==> src/rtl/i2c_pkg.sv <==
// i2c_pkg: shared state encoding and bus constants for the I2C target.
package i2c_pkg;
    typedef enum logic [3:0] {
        IDLE, ADDR, ADDR_ACK, PTR, PTR_ACK, WR, WR_ACK, RD, RD_ACK, IGNORE
    } i2c_state_t;
    localparam logic I2C_ACK  = 1'b0;
    localparam logic I2C_NACK = 1'b1;
    localparam int   RW_BIT   = 0;
endpackage

==> src/rtl/i2c_line_sync.sv <==
// i2c_line_sync: synchroniser for one open-drain line with rise/fall pulses.
module i2c_line_sync #(
    parameter int STAGES = 2
) (
    input  logic clk,
    input  logic rst,
    input  logic d,
    output logic q,
    output logic rise,
    output logic fall
);
    logic [STAGES-1:0] sync;
    logic prev;
    always_ff @(posedge clk) begin
        if (!rst) begin
            sync <= '1;
            prev <= 1'b1;
        end else begin
            sync <= {sync[STAGES-2:0], d};
            prev <= sync[STAGES-1];
        end
    end
    assign q    = sync[STAGES-1];
    assign rise = q & ~prev;
    assign fall = ~q & prev;
endmodule

==> src/rtl/i2c_target_regfile.sv <==
// i2c_target_regfile: I2C target with host-accessible register file; I2C_CLK_STRETCH_EN adds clock stretching.
module i2c_target_regfile
    import i2c_pkg::*;
#(
    parameter logic [6:0] DEV_ADDR    = 7'h66,
    parameter int         REG_DEPTH   = 16,
    parameter int         PTR_W       = $clog2(REG_DEPTH),
    parameter int         SYNC_STAGES = 2
) (
    input  logic             clk,
    input  logic             rst,
    input  logic             scl_i,
    input  logic             sda_i,
    output logic             scl_oe,
    output logic             sda_oe,
    input  logic [PTR_W-1:0] host_addr,
    input  logic [7:0]       host_wdata,
    input  logic             host_we,
    output logic [7:0]       host_rdata,
`ifdef I2C_CLK_STRETCH_EN
    input  logic             stretch_req,
`endif
    output logic             wr_strobe,
    output logic [PTR_W-1:0] wr_addr,
    output logic [7:0]       wr_data,
    output logic             busy
);
    logic scl_q, scl_rise, scl_fall, sda_q, sda_rise, sda_fall;
    logic start_c, stop_c, i2c_we;
    i2c_state_t state;
    logic [7:0] sr, rd_byte;
    logic [3:0] cnt;
    logic [PTR_W-1:0] ptr;
    logic rw, mack;
    logic [7:0] regs [REG_DEPTH];

    i2c_line_sync #(.STAGES(SYNC_STAGES)) u_scl (
        .clk(clk), .rst(rst), .d(scl_i), .q(scl_q), .rise(scl_rise), .fall(scl_fall)
    );
    i2c_line_sync #(.STAGES(SYNC_STAGES)) u_sda (
        .clk(clk), .rst(rst), .d(sda_i), .q(sda_q), .rise(sda_rise), .fall(sda_fall)
    );

    assign start_c = scl_q & sda_fall;
    assign stop_c  = scl_q & sda_rise;
    assign rd_byte = regs[ptr];
    assign i2c_we  = state == WR && scl_fall && cnt == 4'd8 && !start_c && !stop_c;

    always_ff @(posedge clk) begin
        if (!rst) begin
            state     <= IDLE;
            sr        <= '0;
            cnt       <= '0;
            ptr       <= '0;
            rw        <= 1'b0;
            mack      <= I2C_NACK;
            sda_oe    <= 1'b0;
            busy      <= 1'b0;
            wr_strobe <= 1'b0;
            wr_addr   <= '0;
            wr_data   <= '0;
        end else begin
            wr_strobe <= i2c_we;
            if (i2c_we) begin
                wr_addr <= ptr;
                wr_data <= sr;
            end
            if (start_c) begin
                state  <= ADDR;
                cnt    <= '0;
                busy   <= 1'b1;
                sda_oe <= 1'b0;
            end else if (stop_c) begin
                state  <= IDLE;
                busy   <= 1'b0;
                sda_oe <= 1'b0;
            end else if (scl_rise) begin
                if (state == ADDR || state == PTR || state == WR) begin
                    sr  <= {sr[6:0], sda_q};
                    cnt <= cnt + 4'd1;
                end else if (state == RD) begin
                    cnt <= cnt + 4'd1;
                end else if (state == RD_ACK) begin
                    mack <= sda_q;
                end
            end else if (scl_fall) begin
                case (state)
                    ADDR: if (cnt == 4'd8) begin
                        state  <= sr[7:1] == DEV_ADDR ? ADDR_ACK : IGNORE;
                        sda_oe <= sr[7:1] == DEV_ADDR;
                        rw     <= sr[RW_BIT];
                    end
                    ADDR_ACK: begin
                        state  <= rw ? RD : PTR;
                        cnt    <= '0;
                        sda_oe <= rw & ~rd_byte[7];
                        if (rw) begin
                            sr  <= rd_byte;
                            ptr <= ptr + PTR_W'(1);
                        end
                    end
                    PTR: if (cnt == 4'd8) begin
                        if ({1'b0, sr} >= 9'(REG_DEPTH)) begin
                            state <= IGNORE;
                        end else begin
                            ptr    <= sr[PTR_W-1:0];
                            state  <= PTR_ACK;
                            sda_oe <= ~I2C_ACK;
                        end
                    end
                    PTR_ACK: begin
                        state  <= WR;
                        cnt    <= '0;
                        sda_oe <= 1'b0;
                    end
                    WR: if (cnt == 4'd8) begin
                        state  <= WR_ACK;
                        sda_oe <= ~I2C_ACK;
                    end
                    WR_ACK: begin
                        state  <= WR;
                        cnt    <= '0;
                        sda_oe <= 1'b0;
                        ptr    <= ptr + PTR_W'(1);
                    end
                    RD: if (cnt == 4'd8) begin
                        state  <= RD_ACK;
                        sda_oe <= 1'b0;
                    end else begin
                        sr     <= {sr[6:0], 1'b0};
                        sda_oe <= ~sr[6];
                    end
                    RD_ACK: if (mack == I2C_ACK) begin
                        state  <= RD;
                        cnt    <= '0;
                        sr     <= rd_byte;
                        ptr    <= ptr + PTR_W'(1);
                        sda_oe <= ~rd_byte[7];
                    end else begin
                        state  <= IGNORE;
                        sda_oe <= 1'b0;
                    end
                    default: sda_oe <= 1'b0;
                endcase
            end
        end
    end

    // I2C write is ordered last so it wins a same-cycle collision with the host.
    always_ff @(posedge clk) begin
        if (!rst) begin
            for (int i = 0; i < REG_DEPTH; i++) regs[i] <= '0;
            host_rdata <= '0;
        end else begin
            if (host_we) regs[host_addr] <= host_wdata;
            if (i2c_we) regs[ptr] <= sr;
            host_rdata <= regs[host_addr];
        end
    end

`ifdef I2C_CLK_STRETCH_EN
    always_ff @(posedge clk) begin
        if (!rst) scl_oe <= 1'b0;
        else scl_oe <= stretch_req & ~scl_q;
    end
`else
    assign scl_oe = 1'b0;
`endif
endmodule
==> config.mk <==
export PLATFORM = sky130hd
export DESIGN_NAME = i2c_target_regfile
export DESIGN_NICKNAME = d
export VERILOG_FILES = /design/src/rtl/i2c_pkg.sv /design/src/rtl/i2c_line_sync.sv /design/src/rtl/i2c_target_regfile.sv
export SDC_FILE = /design/constraint.sdc
export NUM_CORES = 1
export LEC_CHECK = 0
export ABC_AREA = 0
export ABC_CLOCK_PERIOD_IN_PS = 2200
export BUFFER_PORTS_ARGS = -buffer_cell sky130_fd_sc_hd__clkbuf_2
export CAP_MARGIN = 20
export CORE_MARGIN = 4
export CORE_UTILIZATION = 55
export CTS_BUF_LIST = sky130_fd_sc_hd__clkbuf_8
export DETAILED_ROUTE_END_ITERATION = 8
export PLACE_DENSITY = 0.87
export SYNTH_ARGS = -nofsm -noshare
export SYNTH_HDL_FRONTEND = slang
export SYNTH_SLANG_ARGS = --single-unit
==> constraint.sdc <==
create_clock -name clk -period 2.2 [get_ports clk]
set_input_delay 0 -clock clk [delete_from_list [all_inputs] [get_ports clk]]
set_output_delay 0 -clock clk [all_outputs]
set_load 0.005 [all_outputs]
# Yosys cells after proc, flatten, opt, wreduce, memory -nomap -nowiden
# Memories as Yosys holds them, arrays and structs flattened. A register that Yosys moved wholly into a read port is not among the register bits.
# Index checks and enable logic that the tools add are counted.
[classes]
n_reduce_logical = 31
muxes = 55
eq_ne = 27
bitwise_logic = 19
addsub = 2
order_cmp = 1
[op_table]
columns = ["op", "n"]
rows = [
  ["2-to-1 mux 4 bit", 20],
  ["2-to-1 mux 8 bit", 8],
  ["case mux 4 bit (7 select lines)", 1],
  ["case mux 8 bit (3 select lines)", 1],
  ["2-to-1 mux 1 bit", 21],
  ["AND reduction 6 bit", 3],
  ["== test 4 x 3 -> 1 bit (second input constant)", 4],
  ["!= test 4 x 3 -> 1 bit (second input constant)", 4],
  ["case mux 4 bit (4 select lines)", 1],
  ["OR reduction 8 bit", 2],
  ["AND reduction 7 bit", 2],
  ["inverter 1 bit", 12],
  ["!= test 2 x 1 -> 1 bit (second input constant)", 5],
  ["!= test 3 bit (second input constant)", 3],
  ["AND reduction 9 bit", 1],
  ["nonzero test 9 bit", 1],
  ["adder 4 x 1 -> 4 bit (second input constant)", 2],
  ["== test 4 x 2 -> 1 bit (second input constant)", 2],
  ["== test 4 bit (second input constant)", 2],
  ["greater-or-equal comparator 8 x 5 -> 1 bit (second input constant)", 1],
  ["case mux 4 bit (2 select lines)", 1],
  ["AND reduction 8 bit", 1],
  ["nonzero test 4 bit", 2],
  ["AND 1 bit", 7],
  ["15 further kinds", 28],
]
[totals]
regBits = 43
elab_cells = 152
input_bits = 17
ram_bits = 128
memories = 1
out_inout_bits = 24
[memory_table]
columns = ["memory", "depth", "width", "read_ports", "rd_ports_with_merged_regs", "wr", "line_no", "source"]
rows = [
  ["regs", 16, 8, 2, 2, 16, "i2c_target_regfile.sv:35", "logic [7:0] regs [REG_DEPTH];"],
]

# Longest topological paths before layout
# Gate-level depths: netlist of the first run.
[depth]
word_depth = 11
depth_mapped = 10
ltp_nobuf = 7

# Cells and area by module
# Synthesis of the first run repeated with hierarchy kept, for this count alone.
[hier_totals]
cells_unflattened = 1029
area_unflattened_um2 = 10701.5
[by_module_without_submodules]
columns = ["module", "cells_per_inst", "seq_area_each_um2", "area_per_inst_um2", "instances"]
rows = [
  ["i2c_target_regfile", 1013, 4824.6, 10518.8, 1],
  ["i2c_line_sync", 8, 60.1, 91.3, 2],
]

# Worst setup path after synthesis of the first run
# OpenSTA, ideal clock, no wires.
[synth_path]
path_type = "flip-flop to flip-flop"
from = "register cnt[0]"
to = "memory regs[4][0] (enable)"
setup_ns = 0.328
t_arrival_ns = 1.998
required_time_ns = 1.872
path_stages_with_launch = 9
period_less_slack_ns = 2.327
setup_slack_ns = -0.127
cell_sequence = "dfxtp_1 inv_1 ha_1 and3b_1 buf_2 nand3_4 buf_6 nor4_4 or3_1"
[synth_lines]
columns = ["element", "line_no", "source"]
rows = [
  ["start: declaration", "i2c_target_regfile.sv:32", "logic [3:0] cnt;"],
  ["start signal: assignment", "i2c_target_regfile.sv:80", "cnt <= cnt + 4'd1;"],
  ["start signal: assignment", "i2c_target_regfile.sv:82", "cnt <= cnt + 4'd1;"],
  ["end: declaration", "i2c_target_regfile.sv:35", ""],
]

==> impl_metrics.csv, run 1 <==
group,metric,value,unit
outcome,status,"finished with violations",
outcome,violations,"setup timing",
synthesis,muxShareOfSynthArea,15.3,%
sta,maxSlewViolCount,0,
synthesis,ys_ff_latch,183,
global_route,grt_util_all_layers,30.8,%
synthesis,synth_top_family_by_area,"simple AND/OR/NAND/NOR gates",
clock_tree,htree_levels,4,
die,fp.coreArea,0.0197,sq mm
final_layout,fin_util,62.6,%
global_route,grt_overflow,0,
route,postRouteWirelength,34000,microns
synthesis,yosysUniqueCellTypes,65,
die,die_height,150,microns
synthesis,yosysSeqAreaShare,44.6,%
synthesis,synth_edf_count,128,
placed_design,place_inst,1376,
clock_tree,clockBufferDepth,2,
setup_path,end_kind,"flop",
synthesis,syn_nets,1120,
final_layout,drive_gt1_share,24.0,%
die,row_count,51,
route,drt_first_pass_iters,6,
sta,tightest_slew,0.655,ns
sta,period_minus_slack,2.21,ns
sta,worst_hold_slack,0.185,ns
run,drv_cap,0,
synthesis,synth_warnings,0,
route,wl_met3,4830,microns
die,start_util,56.5,%
setup_path,arrival,2.58,ns
final_layout,stdcell_count,1414,
synthesis,yosys.area_share.simple,20.6,%
pwr,p_leak,4.16,nW
synthesis,synth_xor_xnor_area_share,0.147,%
synthesis,synth.cell_area,0.0111,sq mm
route,highest_layer,"met5",
die,io_pins,41,
synthesis,avgSynthCellArea,10.1,sq um
clock_tree,clkSinkCount,183,
sta,fmax,453,MHz
route,wl_met1,11400,microns
sta,finalClockSkew,0.0160,ns
pwr,p_total,6.87,mW
synthesis,ys.flop_type,"edfxtp_1",
synthesis,async_flop_share,0,%
pwr,powerDensity,558,mW/mm^2
global_route,antenna_found_initial,2,
global_route,grt_max_degree,38,
setup_path,critPathKind,"flop to flop",
route,vias_per_cell,6.72,
final_layout,syn_to_final_growth,11.0,%
setup_path,required,2.57,ns
die,die_w,150,microns
sta,hold_violations,0,
sta,setup_viol,1,
placed_design,routabilityCongestion,1.04,
synthesis,synthCells,1095,
clock_tree,cts_tree,"built",
hold_path,hp-class,"primary input to flop",
clock_tree,root_buffer,"clkbuf_8",
route,wl_met2,15200,microns
synthesis,synth_compound_area_share,12.9,%
sta,fin_crit_sh,100,%
route,wl_per_cell,24.0,microns
clock_tree,clk_pin_slew_worst_paths,0.10,ns
setup_path,cp-start-kind,"flop",
die,dieArea,0.0225,sq mm
sta,setup_ws,-0.00643,ns
placed_design,io_buffers,39,
route,via_count,9504,
global_route,grt_pass1_wl,51500,microns
clock_tree,cts_buffers,17,
global_route,grt_pass1_vias,9143,
pwr,ir_drop,578,uV
route,first_iter_violations,1586,
route,ant_nets,0,
synthesis,synthAdderAreaFrac,0.902,%
final_layout,final_net_count,1160,
placed_design,dp_hpwl,23200,microns
setup_path,cp_max_fo,5,
sta,maxSlewHeadroom,56.3,%
route,drc,0,
clock_tree,insertion_delay,0.49,ns
-- path summary, 6_finish.rpt --
check | start | to | slack (ns) | depth (start not counted)
worst max-delay path | sr[4] | flop | -0.006 | 5
worst min-delay path | host_wdata[7] | regs[14][7] | 0.18 | 3
worst max register to register | sr[4] | flop | -0.006 | 5
worst min register to register | u_scl.sync[0] | u_scl.sync[1] | 0.43 | 1
-- cell families (layout without fill, tap and decap cells) --
kind of cell,count (synthesis),count (layout)
DFF,183,183
AOI/OAI and AO/OA,249,249
other,1,2
and+or+nand+nor,455,455
adders and majority gates,8,8
muxes,84,84
xor gates and xnor gates,1,1
buffers and inverters,114,167
-- where the power goes --
part / internal (mW) / total (mW) / switching (mW)
clock network: 0.953 / 2.21 / 1.26
registers: 3.84 / 3.96 / 0.122
logic: 0.306 / 0.692 / 0.386
-- layer usage --
metal	up-vias	GRT usage, %
li1	4059	-
met1	4398	38.7
met2	818	46.3
met3	225	9.78
met4	4	19.5
met5	-	0
-- cell usage after synthesis, types with 5 or more instances --
cell	number	area share [%]
dfxtp_1	55	9.9
mux4_2	68	14
o31ai_1	5	0.34
buf_2	24	1.1
a21oi_1	34	1.5
buf_1	10	0.34
a31oi_1	8	0.45
nor2b_1	10	0.56
nor4_4	16	3.1
buf_6	15	1.5
inv_1	10	0.34
nand2_1	307	10
o21ai_1	12	0.54
nand2b_1	14	0.79
mux2_2	7	0.71
o21ai_0	139	6.3
o211ai_1	7	0.47
a22o_1	5	0.39
a21boi_0	11	0.74
and2_1	9	0.51
or3_1	18	1.0
nor2_1	26	0.88
clkbuf_1	46	1.6
ha_1	8	0.90
edfxtp_1	128	35
nor3_1	12	0.54
mux2i_1	9	0.81
buf_4	8	0.54
-- worst max-delay path: stages (launching register included) --
cell and delay, ns:
dfxtp_1 0.33, or4_1 0.60, o21ai_1 0.26, o211ai_1 0.23, or3_1 0.39, a31oi_1 0.30
-- registers in the layout, indices dropped and copies added, names as in the netlist, named ones only --
signal / cells
regs: 128
host_rdata: 8
sr: 8
wr_data: 8
cnt: 4
ptr: 4
state: 4
wr_addr: 4
u_scl.sync: 2
u_sda.sync: 2
busy: 1
mack: 1
rw: 1
sda_oe: 1
u_scl.prev: 1
u_sda.prev: 1
wr_strobe: 1
-- cells in the final DEF, fill, tap and decap left out, types with 9 or more instances in the layout --
master,instances
clkbuf_2,39
buf_4,69
a21oi_1,34
a21boi_0,11
o21ai_0,137
buf_12,12
nand2b_1,14
edfxtp_1,128
inv_1,12
mux2i_1,9
nand2_1,307
nor3_1,12
nor4_4,16
nor2_1,26
clkbuf_8,19
o21ai_1,13
dfxtp_1,50
mux4_2,68
and2_1,10
or3_4,11
nor2b_1,10
-- timing repair --
item,4_1_cts,5_1_grt
pin swaps,0,2
endpoints found under the setup margin,3,56
setup buffers,0,2
resized for setup,3,11
hold endpoints to repair,4,0
hold buffers,3,0
-- layout make-up --
type | instances | area [sq um]
multi-input cells | 798 | 5610
clock buffers | 19 | 262
repair buffers | 125 | 1010
flip-flops and latches | 183 | 4950
inverters | 10 | 37.5
diodes | 1 | 2.50
clock inverters | 13 | 106
fillers | 1481 | 7340
well taps | 265 | 332
-- metrics by stage --
step / setup WS, ns / setup TNS, ns / instance area, sq um
3_3_place_gp: 0.0452 / 0 / 11800
2_1_floorplan: 0.00162 / 0 / 11200
6_report: -0.00643 / -0.00643 / 12300
5_1_grt: -0.00781 / -0.00781 / 12300
3_5_place_dp: -0.0686 / -0.132 / 11800
4_1_cts: 0.0298 / 0 / 12300
(Power assumes the default switching activity.)
==> inputs of run 2 (changes only) <==
--- a/config.mk
+++ b/config.mk
@@ -9,9 +9,10 @@
 export ABC_CLOCK_PERIOD_IN_PS = 2200
 export BUFFER_PORTS_ARGS = -buffer_cell sky130_fd_sc_hd__clkbuf_2
 export CAP_MARGIN = 20
+export CORE_ASPECT_RATIO = 2
 export CORE_MARGIN = 4
 export CORE_UTILIZATION = 55
-export CTS_BUF_LIST = sky130_fd_sc_hd__clkbuf_8
+export CTS_BUF_LIST = sky130_fd_sc_hd__clkbuf_2
 export DETAILED_ROUTE_END_ITERATION = 8
 export PLACE_DENSITY = 0.87
 export SYNTH_ARGS = -nofsm -noshare
==> impl_metrics.csv, run 2 (synthesized netlist as in run 1, its figures left out) <==
group,metric,value,unit
outcome,status,"finished clean",
placed_design,post-place-ws,0.0957,ns
route,via_count,9453,
sta,maxSlewViolCount,0,
global_route,grt_util_all_layers,33.0,%
route,postRouteWirelength,36400,microns
placed_design,place_inst,1377,
sta,tightest_slew,0.621,ns
clock_tree,insertion_delay,0.84,ns
route,vias_per_cell,6.62,
final_layout,final_cell_mix,"nand2_1 (306), o21ai_0 (137), edfxtp_1 (128)",
pwr,ir_drop,313,uV
route,wl_per_cell,25.5,microns
final_layout,stdcell_count,1429,
final_layout,drive_gt1_share,24.0,%
die,dieArea,0.0226,sq mm
global_route,grt_max_degree,40,
die,die_height,209,microns
setup_path,cp-start-kind,"flop",
die,die_w,108,microns
pwr,p_leak,4.13,nW
setup_path,required,2.78,ns
die,row_count,73,
final_layout,largest_reg_flops,128,
die,start_util,55.7,%
sta,period_minus_slack,2.17,ns
clock_tree,clkSinkCount,183,
die,io_pins,41,
sta,maxSlewHeadroom,58.5,%
sta,setup_viol,0,
setup_path,cp_max_fo,19,
final_layout,final_common_cell,"nand2_1",
route,drc,0,
final_layout,fill_cells,1587,
hold_path,hp-class,"primary input to flop",
route,ant_nets,0,
sta,fmax,462,MHz
placed_design,routabilityCongestion,1.02,
clock_tree,clk_pin_slew_worst_paths,0.26,ns
final_layout,largest_register,"regs",
run,drv_cap,0,
clock_tree,htree_levels,4,
sta,setup_ws,0.0336,ns
placed_design,dp_hpwl,25500,microns
setup_path,end_kind,"flop",
setup_path,arrival,2.74,ns
sta,finalClockSkew,0.0441,ns
clock_tree,cts_tree,"built",
route,drt_first_pass_iters,8,
final_layout,syn_to_final_growth,10.4,%
clock_tree,root_buffer,"clkbuf_2",
placed_design,io_buffers,39,
clock_tree,clockBufferDepth,2,
clock_tree,cts_buffers,17,
global_route,antenna_found_initial,3,
route,first_iter_violations,1348,
global_route,grt_pass1_vias,9278,
final_layout,final_net_count,1176,
pwr,powerDensity,512,mW/mm^2
die,fp.coreArea,0.0199,sq mm
setup_path,critPathKind,"flop to flop",
sta,hold_violations,0,
sta,fin_crit_sh,98.5,%
global_route,grt_pass1_wl,54100,microns
global_route,grt_overflow,0,
[run 2: cell count changes in the layout (fill, tap and decap cells not counted), moves of 3 or more]
cell,delta
buf_4,+6
clkinv_2,+3
dlygate4sd3_1,+13
clkbuf_2,+17
clkbuf_8,-19
inv_1,-4
clkinv_1,+4
[run 2: final timing paths]
check	startpoint	end	slack (ns)	cells after the start
worst min-delay path	host_we	regs[5][0]	0.04	6
worst min register to register	wr_data[1]	wr_data[1]	0.48	2
worst max register to register	cnt[1]	regs[2][1]	0.03	9
worst max-delay path	cnt[1]	regs[2][1]	0.03	9
[run 2: cell type report]
cell class	count	area, sq um	share of cell area, %
well taps	262	328	2.68
inverters	10	37.5	0.306
clock buffers	17	85.1	0.694
flip-flops and latches	183	4950	40.4
clock inverters	15	111	0.909
multi-input cells	798	5600	45.7
repair buffers	141	1130	9.22
diodes	3	7.51	0.0613
[run 2: power breakdown]
part           switching (mW)  internal [mW]  total [mW]
sequential              0.131           3.85        3.98
clock                    1.17          0.390        1.56
combinational           0.412          0.321       0.732
[run 2: critical path: stages, from the launching register on]
cell,delay (ns)
dfxtp_2,0.40
inv_2,0.05
ha_2,0.16
and3b_1,0.22
nand3_4,0.09
buf_12,0.19
nor4_4,0.30
buf_4,0.20
buf_4,0.17
o21ai_0,0.11
[run 2: timing repair]
| item | 4_1_cts | 5_1_grt |
|---|---|---|
| buffers inserted | 0 | 1 |
| setup endpoints to repair | 0 | 39 |
| hold buffers | 16 | 0 |
| hold endpoints to repair | 172 | 0 |
| resized for setup | 0 | 11 |
[run 2: layer usage]
| metal | up-vias | global-route usage (%) | wire [microns] |
|---|---|---|---|
| met5 | - | 0 | 0 |
| met4 | 0 | 29.4 | 3890 |
| met3 | 242 | 8.22 | 3470 |
| met2 | 680 | 54.9 | 18400 |
| met1 | 4447 | 33.0 | 10600 |
| li1 | 4084 | - | - |
[run 2: metrics by stage]
| step | cell area [sq um] | total power, mW | util [%] | TNS [ns] | hold WS, ns |
|---|---|---|---|---|---|
| after floorplan | 11200 | 4.41 | - | 0 | 0.101 |
| after global routing | 12300 | 6.45 | 61.5 | -0.0243 | 0.0364 |
| after global placement | 11800 | 4.67 | 59.5 | 0 | 0.200 |
| after CTS | 12200 | 6.21 | 61.3 | 0 | 0.000180 |
| after detailed placement | 11800 | 4.70 | 59.5 | 0 | 0.206 |
| final | 12300 | 6.27 | 61.5 | 0 | 0.0438 |
==> inputs of run 3 (changes only) <==
--- a/config.mk
+++ b/config.mk
@@ -13,8 +13,11 @@
 export CORE_MARGIN = 4
 export CORE_UTILIZATION = 55
 export CTS_BUF_LIST = sky130_fd_sc_hd__clkbuf_2
+export CTS_CLUSTER_DIAMETER = 100
 export DETAILED_ROUTE_END_ITERATION = 8
 export PLACE_DENSITY = 0.87
 export SYNTH_ARGS = -nofsm -noshare
 export SYNTH_HDL_FRONTEND = slang
+export SYNTH_HIERARCHICAL = 1
 export SYNTH_SLANG_ARGS = --single-unit
+export TNS_END_PERCENT = 10
==> impl_metrics.csv, run 3 <==
group,metric,value,unit
outcome,status,"finished with violations",
outcome,violations,"setup timing",
die,die_height,205,microns
final_layout,final_common_cell,"edfxtp_1",
die,start_util,56.3,%
die,row_count,71,
route,ant_nets,0,
clock_tree,clkSinkCount,183,
sta,fin_setup_tns,-40.39,ns
synthesis,synth_top_area_share,35.9,%
synthesis,ys.flop_type,"edfxtp_1",
placed_design,post-place-ws,-0.329,ns
clock_tree,cts_tree,"built",
setup_path,cp-start-kind,"flop",
route,drc,0,
synthesis,async_flop_share,0,%
die,dieArea,0.0219,sq mm
synthesis,synth.cell_area,0.0107,sq mm
sta,maxSlewHeadroom,44.5,%
final_layout,syn_to_final_growth,23.1,%
setup_path,cp_max_fo,6,
global_route,grt_pass1_vias,10100,
synthesis,yosysUniqueCellTypes,68,
sta,setup_ws,-0.305,ns
global_route,grt_max_degree,29,
pwr,ir_drop,369,uV
setup_path,end_kind,"flop",
route,vias_per_cell,7.15,
setup_path,cp.buffers_inverters,2,
route,wl_met2,20800,microns
setup_path,required,2.75,ns
die,fp.coreArea,0.0190,sq mm
synthesis,yosysSeqAreaShare,46.2,%
clock_tree,clockBufferDepth,2,
synthesis,synthCells,1029,
clock_tree,cts_buffers,17,
sta,rsz0062_at_grt,"yes",
sta,maxSlewViolCount,0,
clock_tree,clk_pin_slew_worst_paths,0.27,ns
synthesis,synth_largest_area_cell,"edfxtp_1",
clock_tree,root_buffer,"clkbuf_2",
synthesis,synthTopCellsByCount,"edfxtp_1 (128), nand2_1 (119), o21ai_0 (109)",
sta,fmax,399,MHz
sta,hold_violations,0,
final_layout,seqCellArea,0.00496,sq mm
setup_path,critPathKind,"flop to flop",
final_layout,largest_reg_flops,128,
placed_design,place_area,0.0120,sq mm
global_route,grt_util_all_layers,39.1,%
run,drv_cap,0,
final_layout,multiInputGateArea,0.00572,sq mm
route,wl_per_cell,29.8,microns
route,wl_met3,4900,microns
route,wl_met1,11800,microns
pwr,powerDensity,501,mW/mm^2
global_route,grt_pass1_wl,61900,microns
final_layout,drive_gt1_share,37.0,%
final_layout,final_cell_area,0.0132,sq mm
placed_design,io_buffers,39,
sta,tightest_slew,0.832,ns
synthesis,synth_top_cells_by_area,"edfxtp_1 (36%), mux4_2 (13%), dfxtp_1 (10%)",
clock_tree,insertion_delay,0.83,ns
route,highest_layer,"met5",
sta,period_minus_slack,2.51,ns
placed_design,routabilityCongestion,1.08,
sta,setup_viol,230,
global_route,grt_overflow,0,
synthesis,syn_nets,1052,
final_layout,final_net_count,1192,
setup_path,cpPeakStageDelay,0.67,ns
final_layout,largest_register,"regs",
sta,fin_crit_sh,114,%
setup_path,crit_slowest_cell,"or4b_4",
route,first_iter_violations,1642,
sta,finalClockSkew,0.0481,ns
synthesis,ys_ff_latch,183,
synthesis,synth_warnings,6,
route,via_count,10300,
synthesis,synth_edf_count,128,
die,io_pins,41,
hold_path,hp-class,"primary input to flop",
pwr,p_leak,4.39,nW
synthesis,synth.most_common_cell,"edfxtp_1",
final_layout,fill_cells,1339,
setup_path,path_delay_family,"simple AND/OR/NAND/NOR gates",
placed_design,dp_hpwl,29300,microns
die,die_w,107,microns
global_route,antenna_found_initial,3,
route,drt_first_pass_iters,9,
synthesis,avgSynthCellArea,10.4,sq um
clock_tree,htree_levels,4,
setup_path,arrival,3.06,ns
route,postRouteWirelength,42900,microns
setup_path,crit_chain,"inv_2 -> ha_4 -> nand3b_4 -> or4b_4 -> or3_4 -> nand3b_1 -> buf_6",
final_layout,final_cell_mix,"edfxtp_1 (128), buf_4 (123), nand2_1 (116)",
-- run 3: cell type report --
cell class / instances / share of cell area [%]
inverter: 16 / 0.456
tap: 255 / 2.42
clock buffer: 18 / 0.684
multi-input combinational: 724 / 43.4
clock inverter: 14 / 1.10
timing repair buffer: 227 / 14.3
antenna: 2 / 0.0380
sequential: 183 / 37.6
-- run 3: worst paths after layout --
check | start | cells after the start | slack (ns) | to
worst min register to register | u_scl/sync[0] | 1 | 0.45 | u_scl/sync[1]
worst max-delay path | cnt[0] | 7 | -0.31 | regs[10][1]
worst max register to register | cnt[0] | 7 | -0.31 | regs[10][1]
worst min-delay path | host_addr[1] | 4 | 0.14 | host_rdata[2]
-- run 3: repair_timing --
item                                    CTS  global route
gates cloned                              3             1
pin swaps                                17            14
buffers inserted                          4             3
endpoints found under the hold margin   183             0
gates resized for setup                 127            77
hold buffers                             19             0
endpoints found under the setup margin  222           262
-- run 3: report_power, final --
part | switching [mW] | leakage (nW) | internal (mW)
sequential | 0.128 | 1.67 | 3.85
clock | 1.28 | 0.157 | 0.547
combinational | 0.443 | 2.57 | 0.354
total | 1.85 | 4.39 | 4.75
-- run 3: stage by stage --
stage                     power, mW  cells  util (%)  hold WS [ns]
after detailed placement       4.72   1375      63.3         0.189
after floorplan                4.37   1029         -        0.0730
after global routing           6.74   1438      69.3        0.0792
final                          6.60   1439      69.3         0.136
after global placement         4.70   1375      63.3         0.190
after CTS                      6.48   1433      67.9        0.0722
-- run 3: cells by family after synthesis --
group	Yosys count	synth area share, %
compound gates	250	14.3
other cells	1	0.0350
simple gates	376	18.3
flops	183	46.2
mux	89	15.4
buf+inv	124	5.12
fa+ha+maj	6	0.701
-- run 3: per-layer routing --
metal | global-route usage (%) | vias to the layer above
li1 | - | 4179
met1 | 38.5 | 4760
met2 | 64.9 | 987
met3 | 9.95 | 367
met4 | 38.0 | 2
met5 | 0 | -
-- run 3: worst reg2reg max path: stages (launching register included) --
cell,delay [ns]
dfxtp_2,0.39
inv_2,0.07
ha_4,0.13
nand3b_4,0.17
or4b_4,0.67
or3_4,0.45
nand3b_1,0.21
buf_6,0.15
